$ cat config.mk
export PLATFORM = sky130hd
export DESIGN_NAME = scr1_scu_multi_flat
export DESIGN_NICKNAME = d
export VERILOG_FILES = /design/src/rtl/scr1_scu_multi_if.sv /design/src/rtl/scr1_scu_multi.sv /design/src/flat_wrapper.sv
export SDC_FILE = /design/constraint.sdc
export NUM_CORES = 1
export LEC_CHECK = 0
export BUFFER_PORTS_ARGS = -buffer_cell sky130_fd_sc_hd__buf_2
export CORE_MARGIN = 5
export CORE_UTILIZATION = 56
export CTS_BUF_LIST = sky130_fd_sc_hd__clkbuf_8
export CTS_CLUSTER_DIAMETER = 50
export CTS_CLUSTER_SIZE = 25
export DETAILED_ROUTE_END_ITERATION = 7
export GPL_TIMING_DRIVEN = 0
export HOLD_SLACK_MARGIN = 0.03
export PLACE_DENSITY_LB_ADDON = 0.3
export RECOVER_POWER = 100
export SLEW_MARGIN = 15
export SYNTH_ARGS = -nofsm -noshare
export SYNTH_HDL_FRONTEND = slang
export SYNTH_SLANG_ARGS = --single-unit
$ cat constraint.sdc
create_clock -name clk -period 2.22 [get_ports clk]
set_input_delay 0.444 -clock clk [delete_from_list [all_inputs] [get_ports clk]]
set_output_delay 0.444 -clock clk [all_outputs]
set_load 0.1 [all_outputs]
$ cat src/rtl/scr1_scu_multi_if.sv
// ============================================================================
// Module      : scr1_scu_multi_if
// Description : TAP-synchronised DR channel between the TAP sync block
//               (master) and the multi-domain system control unit (slave).
// Revision    : 1.0 - initial release
// ============================================================================
`default_nettype none

interface scr1_scu_multi_if;
  logic tapc_ch_sel_i;
  logic tapc_ch_id_i;
  logic tapc_ch_capture_i;
  logic tapc_ch_shift_i;
  logic tapc_ch_update_i;
  logic tapc_ch_tdi_i;
  logic tapc_ch_tdo_o;

  modport master (
    output tapc_ch_sel_i, tapc_ch_id_i, tapc_ch_capture_i,
           tapc_ch_shift_i, tapc_ch_update_i, tapc_ch_tdi_i,
    input  tapc_ch_tdo_o
  );

  modport slave (
    input  tapc_ch_sel_i, tapc_ch_id_i, tapc_ch_capture_i,
           tapc_ch_shift_i, tapc_ch_update_i, tapc_ch_tdi_i,
    output tapc_ch_tdo_o
  );
endinterface

`default_nettype wire

$ cat src/rtl/scr1_scu_multi.sv
// ============================================================================
// Module      : scr1_scu_multi
// Description : System control unit producing NUM_DOM ordered reset domains.
//               CSRs are reached through a TAP-synchronised DR channel; the
//               reset tree cascades release in order, supports self-timed
//               reset pulses and per-domain isolation from the cascade.
//               Optional macro SCR1_SCU_MULTI_CFG_LOCK_EN adds a LOCK CSR at
//               address 7 that freezes CONTROL, MODE and PULSE.
// Revision    : 1.0 - initial release
// ============================================================================
`default_nettype none

module scr1_scu_multi #(
  parameter int NUM_DOM      = 4,
  parameter int ADDR_W       = 3,
  parameter int SYNC_STAGES  = 2,
  parameter int PULSE_CYCLES = 16
) (
  input  logic                 clk,
  input  logic                 rst,
  scr1_scu_multi_if.slave      tap,
  input  logic [NUM_DOM-1:0]   ext_rst_req_i,
  output logic [NUM_DOM-1:0]   dom_rst_n_o,
  output logic [NUM_DOM-1:0]   dom_rst_status_o,
  output logic [NUM_DOM-1:0]   dom_rdc_qlfy_o
);

  localparam int c_DR_W  = 2 + ADDR_W + NUM_DOM;
  localparam int c_CNT_W = $clog2(PULSE_CYCLES + 1);

  localparam logic [1:0] c_OP_WRITE = 2'd0;
  localparam logic [1:0] c_OP_READ  = 2'd1;
  localparam logic [1:0] c_OP_SET   = 2'd2;
  localparam logic [1:0] c_OP_CLEAR = 2'd3;

  localparam logic [ADDR_W-1:0] c_ADDR_CONTROL = ADDR_W'(0);
  localparam logic [ADDR_W-1:0] c_ADDR_MODE    = ADDR_W'(1);
  localparam logic [ADDR_W-1:0] c_ADDR_STATUS  = ADDR_W'(2);
  localparam logic [ADDR_W-1:0] c_ADDR_STICKY  = ADDR_W'(3);
  localparam logic [ADDR_W-1:0] c_ADDR_PULSE   = ADDR_W'(4);
`ifdef SCR1_SCU_MULTI_CFG_LOCK_EN
  localparam logic [ADDR_W-1:0] c_ADDR_LOCK    = ADDR_W'(7);
`endif

  logic [c_DR_W-1:0]   r_shift;
  logic [c_DR_W-1:0]   r_shadow;
  logic [NUM_DOM-1:0]  r_ctrl;
  logic [NUM_DOM-1:0]  r_mode;
  logic [NUM_DOM-1:0]  r_sticky;
  logic [NUM_DOM-1:0]  r_stat_prev;
  logic [NUM_DOM-1:0]  r_dom_rst_n;
  logic [NUM_DOM-1:0]  r_qlfy;
  logic [NUM_DOM-1:0]  r_sync [SYNC_STAGES];
  logic [c_CNT_W-1:0]  r_cnt  [NUM_DOM];

  logic                w_req;
  logic                w_upd;
  logic [1:0]          w_op;
  logic [ADDR_W-1:0]   w_addr;
  logic [NUM_DOM-1:0]  w_data;
  logic [NUM_DOM-1:0]  w_rdata;
  logic [NUM_DOM-1:0]  w_wdata;
  logic                w_wr_op;
  logic                w_setwr_op;
  logic                w_locked;
  logic [NUM_DOM-1:0]  w_status;
  logic [NUM_DOM-1:0]  w_rise;
  logic [NUM_DOM-1:0]  w_cnt_active;
  logic [NUM_DOM-1:0]  w_pulse_load;
  logic [NUM_DOM-1:0]  w_casc;
  logic [NUM_DOM-1:0]  w_dom_req;

  assign w_req      = tap.tapc_ch_sel_i & ~tap.tapc_ch_id_i;
  assign w_upd      = tap.tapc_ch_update_i & w_req;
  assign w_op       = r_shift[1:0];
  assign w_addr     = r_shift[ADDR_W+1:2];
  assign w_data     = r_shift[c_DR_W-1 -: NUM_DOM];
  assign w_wr_op    = (w_op != c_OP_READ);
  assign w_setwr_op = (w_op == c_OP_WRITE) | (w_op == c_OP_SET);
  assign w_status   = r_sync[SYNC_STAGES-1];
  assign w_rise     = w_status & ~r_stat_prev;

  assign tap.tapc_ch_tdo_o = r_shift[0];
  assign dom_rst_n_o       = r_dom_rst_n;
  assign dom_rst_status_o  = w_status;
  assign dom_rdc_qlfy_o    = r_qlfy;

`ifdef SCR1_SCU_MULTI_CFG_LOCK_EN
  logic r_lock;

  // LOCK bit: set-only from the channel, cleared only by reset.
  always_ff @(posedge clk or posedge rst) begin
    if (rst) begin
      r_lock <= 1'b0;
    end else if (w_upd && w_setwr_op && (w_addr == c_ADDR_LOCK) && w_data[0]) begin
      r_lock <= 1'b1;
    end
  end

  assign w_locked = r_lock;
`else
  assign w_locked = 1'b0;
`endif

  // CSR read mux; unmapped addresses read as zero.
  always_comb begin
    w_rdata = '0;
    case (w_addr)
      c_ADDR_CONTROL: w_rdata = r_ctrl;
      c_ADDR_MODE:    w_rdata = r_mode;
      c_ADDR_STATUS:  w_rdata = w_status;
      c_ADDR_STICKY:  w_rdata = r_sticky;
      c_ADDR_PULSE:   w_rdata = w_cnt_active;
`ifdef SCR1_SCU_MULTI_CFG_LOCK_EN
      c_ADDR_LOCK:    w_rdata = NUM_DOM'(r_lock);
`endif
      default:        w_rdata = '0;
    endcase
  end

  // Resulting write data of the requested op; also what the shadow returns.
  always_comb begin
    w_wdata = w_data;
    case (w_op)
      c_OP_WRITE: w_wdata = w_data;
      c_OP_READ:  w_wdata = w_rdata;
      c_OP_SET:   w_wdata = w_rdata | w_data;
      c_OP_CLEAR: w_wdata = w_rdata & ~w_data;
      default:    w_wdata = w_data;
    endcase
  end

  // DR shift register and shadow; capture wins over shift.
  always_ff @(posedge clk or posedge rst) begin
    if (rst) begin
      r_shift  <= '0;
      r_shadow <= '0;
    end else begin
      if (w_req && tap.tapc_ch_capture_i) begin
        r_shift <= r_shadow;
      end else if (w_req && tap.tapc_ch_shift_i) begin
        r_shift <= {tap.tapc_ch_tdi_i, r_shift[c_DR_W-1:1]};
      end
      if (w_upd) begin
        r_shadow <= {w_wdata, w_addr, w_op};
      end
    end
  end

  // CONTROL, MODE and STICKY registers; a coincident rising edge beats clear.
  always_ff @(posedge clk or posedge rst) begin
    if (rst) begin
      r_ctrl      <= '0;
      r_mode      <= '0;
      r_sticky    <= '0;
      r_stat_prev <= '1;
    end else begin
      if (w_upd && w_wr_op && !w_locked && (w_addr == c_ADDR_CONTROL)) begin
        r_ctrl <= w_wdata;
      end
      if (w_upd && w_wr_op && !w_locked && (w_addr == c_ADDR_MODE)) begin
        r_mode <= w_wdata;
      end
      if (w_upd && (w_op == c_OP_CLEAR) && (w_addr == c_ADDR_STICKY)) begin
        r_sticky <= (r_sticky & ~w_data) | w_rise;
      end else begin
        r_sticky <= r_sticky | w_rise;
      end
      r_stat_prev <= w_status;
    end
  end

  assign w_pulse_load = (w_upd && w_setwr_op && !w_locked && (w_addr == c_ADDR_PULSE))
                        ? w_data : '0;

  // Per-domain pulse counters: load (or reload) on request, count down to 0.
  always_ff @(posedge clk or posedge rst) begin
    if (rst) begin
      for (int i = 0; i < NUM_DOM; i++) r_cnt[i] <= '0;
    end else begin
      for (int i = 0; i < NUM_DOM; i++) begin
        if (w_pulse_load[i]) begin
          r_cnt[i] <= c_CNT_W'(PULSE_CYCLES);
        end else if (r_cnt[i] != '0) begin
          r_cnt[i] <= r_cnt[i] - c_CNT_W'(1);
        end
      end
    end
  end

  // Reset request per domain: all sources ORed, cascade from predecessor.
  always_comb begin
    w_casc       = '0;
    w_cnt_active = '0;
    for (int i = 0; i < NUM_DOM; i++) w_cnt_active[i] = (r_cnt[i] != '0);
    for (int i = 1; i < NUM_DOM; i++) w_casc[i] = ~r_mode[i] & w_status[i-1];
    w_dom_req = ext_rst_req_i | r_ctrl | w_cnt_active | w_casc;
  end

  // Registered domain resets, RDC qualifier and status synchroniser.
  always_ff @(posedge clk or posedge rst) begin
    if (rst) begin
      r_dom_rst_n <= '0;
      r_qlfy      <= '0;
      for (int s = 0; s < SYNC_STAGES; s++) r_sync[s] <= '1;
    end else begin
      r_dom_rst_n <= ~w_dom_req;
      r_qlfy      <= r_dom_rst_n;
      r_sync[0]   <= ~r_dom_rst_n;
      for (int s = 1; s < SYNC_STAGES; s++) r_sync[s] <= r_sync[s-1];
    end
  end

endmodule

`default_nettype wire
$ cat src/flat_wrapper.sv
// flat-port wrapper written by rule: the top's interface ports become plain ports
module scr1_scu_multi_flat 
#(
  parameter int NUM_DOM      = 4,
  parameter int ADDR_W       = 3,
  parameter int SYNC_STAGES  = 2,
  parameter int PULSE_CYCLES = 16
)
  (clk, rst, ext_rst_req_i, dom_rst_n_o, dom_rst_status_o, dom_rdc_qlfy_o, tap_tapc_ch_sel_i, tap_tapc_ch_id_i, tap_tapc_ch_capture_i, tap_tapc_ch_shift_i, tap_tapc_ch_update_i, tap_tapc_ch_tdi_i, tap_tapc_ch_tdo_o);
  scr1_scu_multi_if tap_i ();
  input  logic clk;
  input  logic rst;
  input  logic [NUM_DOM-1:0] ext_rst_req_i;
  output logic [NUM_DOM-1:0] dom_rst_n_o;
  output logic [NUM_DOM-1:0] dom_rst_status_o;
  output logic [NUM_DOM-1:0] dom_rdc_qlfy_o;
  input wire logic [$bits(tap_i.tapc_ch_sel_i)-1:0] tap_tapc_ch_sel_i;
  input wire logic [$bits(tap_i.tapc_ch_id_i)-1:0] tap_tapc_ch_id_i;
  input wire logic [$bits(tap_i.tapc_ch_capture_i)-1:0] tap_tapc_ch_capture_i;
  input wire logic [$bits(tap_i.tapc_ch_shift_i)-1:0] tap_tapc_ch_shift_i;
  input wire logic [$bits(tap_i.tapc_ch_update_i)-1:0] tap_tapc_ch_update_i;
  input wire logic [$bits(tap_i.tapc_ch_tdi_i)-1:0] tap_tapc_ch_tdi_i;
  output wire logic [$bits(tap_i.tapc_ch_tdo_o)-1:0] tap_tapc_ch_tdo_o;
  assign tap_i.tapc_ch_sel_i = tap_tapc_ch_sel_i;
  assign tap_i.tapc_ch_id_i = tap_tapc_ch_id_i;
  assign tap_i.tapc_ch_capture_i = tap_tapc_ch_capture_i;
  assign tap_i.tapc_ch_shift_i = tap_tapc_ch_shift_i;
  assign tap_i.tapc_ch_update_i = tap_tapc_ch_update_i;
  assign tap_i.tapc_ch_tdi_i = tap_tapc_ch_tdi_i;
  assign tap_tapc_ch_tdo_o = tap_i.tapc_ch_tdo_o;
  scr1_scu_multi #(.NUM_DOM(NUM_DOM), .ADDR_W(ADDR_W), .SYNC_STAGES(SYNC_STAGES), .PULSE_CYCLES(PULSE_CYCLES)) u_core (.clk(clk), .rst(rst), .tap(tap_i), .ext_rst_req_i(ext_rst_req_i), .dom_rst_n_o(dom_rst_n_o), .dom_rst_status_o(dom_rst_status_o), .dom_rdc_qlfy_o(dom_rdc_qlfy_o));
endmodule
---- Word level (Yosys, flattened, before mapping) ----
Cells that the tools add are included.
storage, ports and cells
  bits in registers ....................... 70
  bits of input ports ..................... 12
  output and inout bits ................... 13
  logic and storage cells ................. 83
operators by class
  add/sub/neg operators ................... 4
  equality and inequality tests ........... 8
  multiplexer cells ....................... 14
  bitwise operators ....................... 23
  reductions and logical operators ........ 20
operator list
  cell                                                                      count
  5-bit two-way mux                                                         8
  4-bit bitwise OR                                                          6
  4-bit case mux with 5 select lines                                        1
  5-bit nonzero test                                                        4
  5-bit by 1-bit subtractor with 5-bit output (second input constant)       4
  9-bit two-way mux                                                         2
  4-bit NOT                                                                 4
  4-bit case mux with 4 select lines                                        1
  4-bit AND                                                                 3
  2-bit nonzero test                                                        5
  1-bit logical AND                                                         9
  4-bit two-way mux                                                         2
  3-bit by 2-bit equality test with 1-bit output (second input constant)    2
  1-bit AND                                                                 5
  2-bit equality test (second input constant)                               2
  1-bit NOT                                                                 4
  3-bit by 1-bit equality test with 1-bit output (second input constant)    1
  3-bit equality test (second input constant)                               1
  3-bit zero test                                                           1
  2-bit by 1-bit equality test with 1-bit output (second input constant)    1
  2-bit zero test                                                           1
  2-bit by 1-bit inequality test with 1-bit output (second input constant)  1
  1-bit bitwise OR                                                          1

---- Depth between registers and ports, before layout ----
Gate-level depths: netlist of run 1.
  depth after elaboration ................. 7
  depth in mapped cells ................... 6
  mapped depth without buffers ............ 6

---- Worst setup path after synthesis of run 1 ----
Ideal clock, no wire load.
  path kind ............................... reg-to-reg
  from .................................... reg u_core.r_shift[0]
  to ...................................... reg u_core.r_mode[0]
  library setup time ...................... 0.077 ns
  arrival ................................. 1.901 ns
  data required time ...................... 2.143 ns
  path slack .............................. 0.242 ns
  stages on the path, launching flop included .. 7
  path buffers ............................ 2
  clock period less this slack ............ 1.978 ns
  cell sequence ........................... dfrtp_1 > buf_2 > nand2b_1 > and4b_1 > clkbuf_1 > and2_1 > a21oi_1
between the ends
  cells in the longest elaborated chain, start to end .. 3
  elaborated cells between the ends (all ways) .. 8
  classes of those cells .................. eq/ne (4); mux (1); reduce/logical (3)
ends and longest elaborated chain
  item                                                                        line                   RTL
  start: declaration                                                          scr1_scu_multi.sv:45   logic [c_DR_W-1:0] r_shift;
  start signal: assignment                                                    scr1_scu_multi.sv:140  r_shift <= r_shadow;
  start signal: assignment                                                    scr1_scu_multi.sv:142  r_shift <= {tap.tapc_ch_tdi_i, r_shift[c_DR_W-1:1]};
  branches (longest 3 deep; another with 4-bit case mux with 4 select lines)  -
  end signal: assignment                                                      scr1_scu_multi.sv:162  r_mode <= w_wdata;
  end: declaration                                                            scr1_scu_multi.sv:48   logic [NUM_DOM-1:0] r_mode;
Parallel ways; which one is timed is not known.
A chain may end at the register's enable or synchronous reset.

---- Worst setup path after layout of run 1 ----
  from .................................... reg u_core.r_shift[2]
  to ...................................... reg u_core.r_sticky[2]
between the ends
  cells in the longest elaborated chain, start to end .. 3
ends and longest elaborated chain
  item                                            line                   RTL
  3-bit by 2-bit equality test with 1-bit output  scr1_scu_multi.sv:164  if (w_upd && (w_op == c_OP_CLEAR) && (w_addr == c_ADDR_STICKY)) begin
  1-bit logical AND                               scr1_scu_multi.sv:164
  4-bit two-way mux                               scr1_scu_multi.sv:164
  end signal: assignment                          scr1_scu_multi.sv:165  r_sticky <= (r_sticky & ~w_data) | w_rise;
  end signal: assignment                          scr1_scu_multi.sv:167  r_sticky <= r_sticky | w_rise;
  end: declaration                                scr1_scu_multi.sv:49   logic [NUM_DOM-1:0] r_sticky;
No other way between the ends.

==> results of run 1 <==
cells by family (layout without fill, tap and decap cells):
logic type,after synthesis,count (layout)
buffers and inverters,34,75
DFF,70,70
and+or+nand+nor,126,126
adders and majority gates,8,8
muxes,16,16
AOI/OAI and AO/OA,49,49
xor gates and xnor gates,11,11
registers in the layout (all words and copies together) (netlist names):
name                     flops
u_core.r_sync                4
u_core.r_cnt                20
u_core.r_shift               9
u_core.r_ctrl                4
u_core.r_shadow              9
u_core.r_sticky              4
u_core.dom_rst_status_o      4
u_core.dom_rst_n_o           4
u_core.r_mode                4
u_core.r_stat_prev           4
u_core.dom_rdc_qlfy_o        4
synth_stat cells, drive strengths merged (5+ instances only):
cell / n / area share
dfrtp: 58 / 0.44
nand2: 41 / 0.047
nor2: 35 / 0.040
inv: 18 / 0.021
mux2i: 15 / 0.046
nor3: 13 / 0.021
dfstp: 12 / 0.096
xnor2: 11 / 0.029
o21ai: 10 / 0.015
buf: 9 / 0.017
a21oi: 8 / 0.012
and2: 8 / 0.017
ha: 8 / 0.031
clkbuf: 7 / 0.0080
nand2b: 7 / 0.013
a31oi: 6 / 0.011
nor4b: 6 / 0.030
o211ai: 6 / 0.015
a211oi: 5 / 0.011
a22o: 5 / 0.013
report_power, final:
part | total [W] | switching [W] | internal, W
Combinational | 0.00147 | 0.000819 | 0.000655
Sequential | 0.00201 | 0.000355 | 0.00165
Clock | 0.00111 | 0.000484 | 0.000626
Total | 0.00459 | 0.00166 | 0.00293
metrics by stage:
step	utilization	area, um^2
3_3_place_gp	0.622	3490
6_report	0.660	3700
4_1_cts	0.664	3730
2_1_floorplan	-	3280
3_5_place_dp	0.626	3510
5_1_grt	0.660	3700
area by class of cell:
type                            instances  area share
Buffer                                 16      0.0217
Multi-Input combinational cell        210       0.363
Inverter                               18      0.0186
Clock buffer                            9      0.0335
Timing Repair Buffer                   25      0.0372
Sequential cell                        70       0.478
Tap cell                               72      0.0244
Clock inverter                          7      0.0244
worst paths after layout:
check                                                  endpoint  slack, ps
min reg2reg                u_core.dom_rst_status_o[2]$_DFF_PP1_        360
min                             u_core.dom_rst_n_o[0]$_DFF_PP0_        240
max                                u_core.r_sticky[2]$_DFF_PP0_        210
max in group asynchronous       u_core.r_stat_prev[0]$_DFF_PP1_       1090
max reg2reg                        u_core.r_sticky[2]$_DFF_PP0_        210
min in group asynchronous           u_core.r_cnt[8]$_DFFE_PP0P_        340
layer usage:
metal,routed length [um],GRT usage
met1,3120,0.254
met2,3250,0.309
met3,307,0.0561
met4,54,0.0751
met5,0,0
==> qor.csv, run 1 <==
metric;value;unit
post-synthesis sequential area ratio;0.539;
largest family of logic cells by synthesized area;simple AND/OR/NAND/NOR gates;
nets;370;
max_cap viols;0;
clock root buffer;clkbuf_8;
first-pass GRT wire length;11.3;mm
worst r2r path cells;5;
post-layout min period;2010;ps
WL/cell;15.8;um
initial core utilization;0.585;
Placed Instances;411;
sink count of the clock tree;70;
worst IR drop on VDD;613;uV
GP Congestion;0.826;
CTS tree;built;
drt pass-1 iters;4;
Buf/Inv on CP;1;
final worst path period share;0.907;
Max Fclk;496;MHz
mux cell area share after synthesis;0.0492;
Post-Synth Adder-Cell Area;0.0305;
Slew HR;0.179;
PnR worst setup slack;206;ps
# rows;27;
Critical Path RT;2460;ps
status;completed;
Crit Path Max Fanout;10;
Hold Crit Class;in2reg;
final setup TNS;0;ps
syn nets;334;
Max H-tree Level;3;
Worst Path Arrival;2250;ps
Compound-Gate Fraction of Synth Area;0.101;
initial antenna violation count;0;
Worst path depth;5;
Crit path max-delay family;simple AND/OR/NAND/NOR gates;
Crit. Startpoint;u_core.r_shift[2]$_DFFE_PP0P_;
combined area of the multi-input logic cells;1340;um^2
via count;2360;
commonest non-fill, non-tap cell in the layout;dfrtp_1;
asr flop ratio synth;1.00;
simple-gate share of the synthesized area;0.206;
Layout area overhead;12.8;%
Critical Path Sink Type;flip-flop;
Final Total Pwr;0.00459;W
Post-Synthesis Cells;314;
Fin Hold WS;244;ps
vias per std cell;5.53;
Setup WS pre-CTS;292;ps
DP HPWL;4.55;mm
count of port buffers added during placement;24;
Pwr Density;1240;nW/um^2
initial drt markers;128;
Synth Warn #;0;
Post-synth EDFFs;0;
Core Region;5610;um^2
max incr delay on CP;540;ps
IO Count;25;
Post-Syn Area;3280;um^2
post-cts sizing count;0;
die area;7490;um^2
Min-Delay Startpoint;ext_rst_req_i[0];
total grt overflow;0;
hold path depth;2;
vias in the first global route;2393;
clock transition at the registers of the reported paths;70;ps
All-Layer GR Usage;0.195;
Unique masters post-synth;41;
r2r startpoint;u_core.r_shift[2]$_DFFE_PP0P_;
Die H;86.5;um
final WL;6.74;mm
Avg Inst Size Synth;10.4;um^2
DRC viols;0;
RSZ-0062 raised after global routing;no;
CP Class;reg2reg;
CP Cell Sequence;clkbuf_1 -> nand4_1 -> nor3_1 -> nand2_1 -> a22o_1;
final std cells w/o fill;427;
worst-margin pin slew;1220;ps
hold_buf cts;0;
Synth Area in XOR/XNOR;0.0294;
critical path launch point type;flip-flop;
highest-count cells in the layout ignoring fill and taps;dfrtp_1, nand2_1, nor2_1;
Skew-Pair Late Insertion Delay;340;ps
Antenna diodes;0;
layout cells sized above 1;0.175;
post-route ant nets;0;
Final Hold Fails;0;
Storage cell area;1770;um^2
Die X;86.5;um
Primary FF master, synth;dfrtp_1;
Pins Over Slew Limit;0;
Clock Tree Buf Depth;2;
Post-CTS Setup Bufs;0;
CP max stage cell;nor3_1;
fill cell count;455;
Max Clock Skew;6.98;ps
Synth Register Bits;70;
# setup viols final;0;
Leakage Power;1.71;nW
largest net degree at the start of global routing;43;
cts bufs inserted;9;
(Power assumes the default switching activity.)
==> run 2, diff against run 1 <==
ABC_AREA = 1   (was unset)
CAP_MARGIN = 30   (was unset)
==> run 2 against run 1 <==
Global-route usage increased by 0.38 points. Total power decreased by 9.4%. Combinational power decreased by 14%. Die area increased by 0.40%. Via count increased by 7.2%. Setup slack improved by 59 ps. First-iteration DRC count increased by 80%. Fmax increased by 3.0%. Wire length decreased by 2.7%. Clock-buffer cell count increased by 5. Clock power decreased by 11%. Area after synthesis increased by 0.46%. Critical path type is now reg2out. Largest cell class unchanged. Largest power group unchanged.
==> qor.csv, run 2 <==
metric;value;unit;change
Skew-Pair Late Insertion Delay;350;ps;was 340 ps
DP HPWL;4.68;mm;was 4.55 mm
CTS tree;built;;unchanged
GP Congestion;0.885;;was 0.826
WL/cell;13.5;um;was 15.8 um
DRT met1 WL;2.97;mm;was 3.12 mm
DRC viols;0;;unchanged
commonest non-fill, non-tap cell in the layout;nand2_1;;was dfrtp_1
Critical Path RT;1780;ps;was 2460 ps
total grt overflow;0;;unchanged
worst-margin pin slew;1440;ps;was 1220 ps
Worst Path Arrival;1510;ps;was 2250 ps
RSZ-0062 raised after global routing;no;;unchanged
Post-Syn Area;3290;um^2;was 3280 um^2
Critical Path Sink Type;output pin;;was flip-flop
# setup viols final;0;;unchanged
Post-synth EDFFs;0;;unchanged
clock transition at the registers of the reported paths;70;ps;about the same
Largest register FFs;20;;unchanged
Worst path depth;2;;was 5
Highest Signal Layer;met4;;unchanged
initial core utilization;0.566;;was 0.585
first-pass GRT wire length;11.5;mm;was 11.3 mm
Final Total Pwr;0.00416;W;was 0.00459 W
Die X;86.7;um;was 86.5 um
Final Hold Fails;0;;unchanged
top-count cell post-synth;nand2_1;;was dfrtp_1
RR Endpoint;u_core.r_cnt[5]$_DFFE_PP0P_;;was u_core.r_sticky[2]$_DFF_PP0_
Buf/Inv on CP;2;;was 1
asr flop ratio synth;1.00;;unchanged
Hold Crit Class;in2reg;;unchanged
Critical Path Sink;dom_rst_status_o[1];;was u_core.r_sticky[2]$_DFF_PP0_
final WL;6.56;mm;was 6.74 mm
Pwr Density;1140;nW/um^2;was 1240 nW/um^2
IO Count;25;;unchanged
Pins Over Slew Limit;0;;unchanged
layout cells sized above 1;0.158;;was 0.175
CP Cell Sequence;buf_4 -> clkbuf_2;;was clkbuf_1 -> nand4_1 -> nor3_1 -> nand2_1 -> a22o_1
critical path launch point type;flip-flop;;unchanged
Primary FF master, synth;dfrtp_1;;unchanged
Crit path max-delay family;flip-flops;;was simple AND/OR/NAND/NOR gates
Synth Warn #;0;;unchanged
R2R Setup Slk;290;ps;was 210 ps
met3 WL;357;um;was 307 um
CP Class;reg2out;;was reg2reg
Reg with most FFs;u_core.r_cnt;;unchanged
highest-count cells in the layout ignoring fill and taps;nand2_1, dfrtp_1, inv_1;;was dfrtp_1, nand2_1, nor2_1
post-route ant nets;0;;unchanged
worst IR drop on VDD;671;uV;was 613 uV
via count;2529;;was 2360
Post-Synthesis Cells;370;;was 314
Core Region;5820;um^2;was 5610 um^2
max_cap viols;0;;unchanged
fill cell count;537;;was 455
vias in the first global route;2433;;was 2393
r2r startpoint;u_core.r_shift[3]$_DFFE_PP0P_;;was u_core.r_shift[2]$_DFFE_PP0P_
met2 WL post-DR;3.05;mm;was 3.25 mm
Post-CTS Setup Bufs;0;;unchanged
Slew HR;0.0347;;was 0.179
initial antenna violation count;0;;unchanged
max incr delay on CP;590;ps;was 540 ps
clock root buffer;clkbuf_8;;unchanged
Die H;86.7;um;was 86.5 um
status;completed;;unchanged
worst r2r path cells;9;;was 5
initial drt markers;231;;was 128
Synth area leader;dfrtp_1;;unchanged
sink count of the clock tree;70;;unchanged
hold_buf cts;0;;unchanged
Avg Inst Size Synth;8.90;um^2;was 10.4 um^2
Max Clock Skew;7.52;ps;was 6.98 ps
Crit. Startpoint;u_core.dom_rst_status_o[1]$_DFF_PP1_;;was u_core.r_shift[2]$_DFFE_PP0P_
syn nets;390;;was 334
count of port buffers added during placement;24;;unchanged
Crit Path Max Fanout;4;;was 10
# rows;28;;was 27
Clock Tree Buf Depth;2;;unchanged
nets;426;;was 370
final setup TNS;0;ps;unchanged
Area contributors post-synth;dfrtp_1, nand2_1, dfstp_2, o21ai_0, inv_1;;was dfrtp_1, dfstp_2, nand2_1, mux2i_1, nor2_1
post-layout min period;1950;ps;was 2010 ps
cts bufs inserted;9;;unchanged
Max H-tree Level;3;;unchanged
top flop regs;u_core.r_cnt x20, u_core.r_shadow x9, u_core.r_shift x9;;unchanged
post-synthesis sequential area ratio;0.536;;was 0.539
Max Fclk;512;MHz;was 496 MHz
Unique masters post-synth;28;;was 41
largest net degree at the start of global routing;39;;was 43
top post-synthesis cells by count;nand2_1, dfrtp_1, inv_1, o21ai_0, nor2_1;;was dfrtp_1, nand2_1, nor2_1, inv_1, mux2i_1
post-cts sizing count;0;;unchanged
final worst path period share;0.881;;was 0.907
Leakage Power;1.95;nW;was 1.71 nW
All-Layer GR Usage;0.199;;was 0.195
Antenna diodes;0;;unchanged
die area;7520;um^2;was 7490 um^2
Synth Register Bits;70;;unchanged
vias per std cell;5.20;;was 5.53
CP max stage cell;dfstp_1;;was nor3_1
Layout area overhead;11.2;%;was 12.8%
share of the synthesized area in the top cell type;0.441;;was 0.443
drt pass-1 iters;5;;was 4
## run 2: cell type report
class,count,area (um^2),share of cell area
Clock buffer,14,193,0.0526
Timing Repair Buffer,25,140,0.0382
Tap cell,75,93.8,0.0256
Sequential cell,70,1770,0.482
Multi-Input combinational cell,237,1180,0.323
Inverter,53,204,0.0557
Buffer,10,75.1,0.0205
Clock inverter,2,7.51,0.00205
## run 2: kinds of logic after synthesis
family / after synthesis / synth area share
AO/OA/AOI/OAI: 57 / 0.0896
XOR/XNOR: 12 / 0.0319
adder cells (fa/ha/maj): 8 / 0.0304
buffers and inverters: 63 / 0.0877
flip-flops: 70 / 0.536
AND/OR/NAND/NOR: 160 / 0.224
## run 2: worst reg2reg max path: stages (launching register included)
cell and delay [ps]:
dfrtp_1 380, buf_6 150, clkinvlp_2 260, nand2_4 80
nor2_1 330, nand2_1 160, inv_1 150, nand2_1 160
inv_1 110, nor3_1 50
## run 2: how the worst min path moves through the flow
stage / from / end / slack (ps) / depth (start not counted)
after floorplan: u_core.r_sync[4]$_DFF_PP1_ / u_core.dom_rst_status_o[0]$_DFF_PP1_ / 350 / 0
after global placement: u_core.r_sync[5]$_DFF_PP1_ / u_core.dom_rst_status_o[1]$_DFF_PP1_ / 350 / 0
after detailed placement: u_core.r_sync[6]$_DFF_PP1_ / u_core.dom_rst_status_o[2]$_DFF_PP1_ / 350 / 0
after CTS: rst / u_core.r_cnt[16]$_DFFE_PP0P_ / 100 / 2
after global routing: ext_rst_req_i[0] / u_core.dom_rst_n_o[0]$_DFF_PP0_ / 240 / 2
final: ext_rst_req_i[0] / u_core.dom_rst_n_o[0]$_DFF_PP0_ / 250 / 2
## run 2: stage by stage
stage | cells | worst slack [ps] | hold slack [ps] | instance area, um^2 | utilization
5_1_grt | 486 | 181 | 235 | 3660 | 0.630
6_report | 486 | 265 | 246 | 3660 | 0.630
2_1_floorplan | 370 | 27.6 | 345 | 3290 | -
3_5_place_dp | 470 | 611 | 347 | 3530 | 0.607
4_1_cts | 486 | 321 | 101 | 3730 | 0.642
3_3_place_gp | 469 | -759 | 346 | 3510 | 0.603
## run 2: layer usage
metal / vias up / GRT usage
met4: 0 / 0.0935
met3: 19 / 0.0466
met2: 76 / 0.303
li1: 1244 / -
met1: 1190 / 0.270
met5: - / 0
## run 2: power breakdown
part	leakage, nW	internal, W	total [W]	switching, W
Combinational	1.00	0.000489	0.00127	0.000782
Clock	0.111	0.000551	0.000989	0.000438
Sequential	0.834	0.00164	0.00190	0.000266
Total	1.95	0.00267	0.00416	0.00149
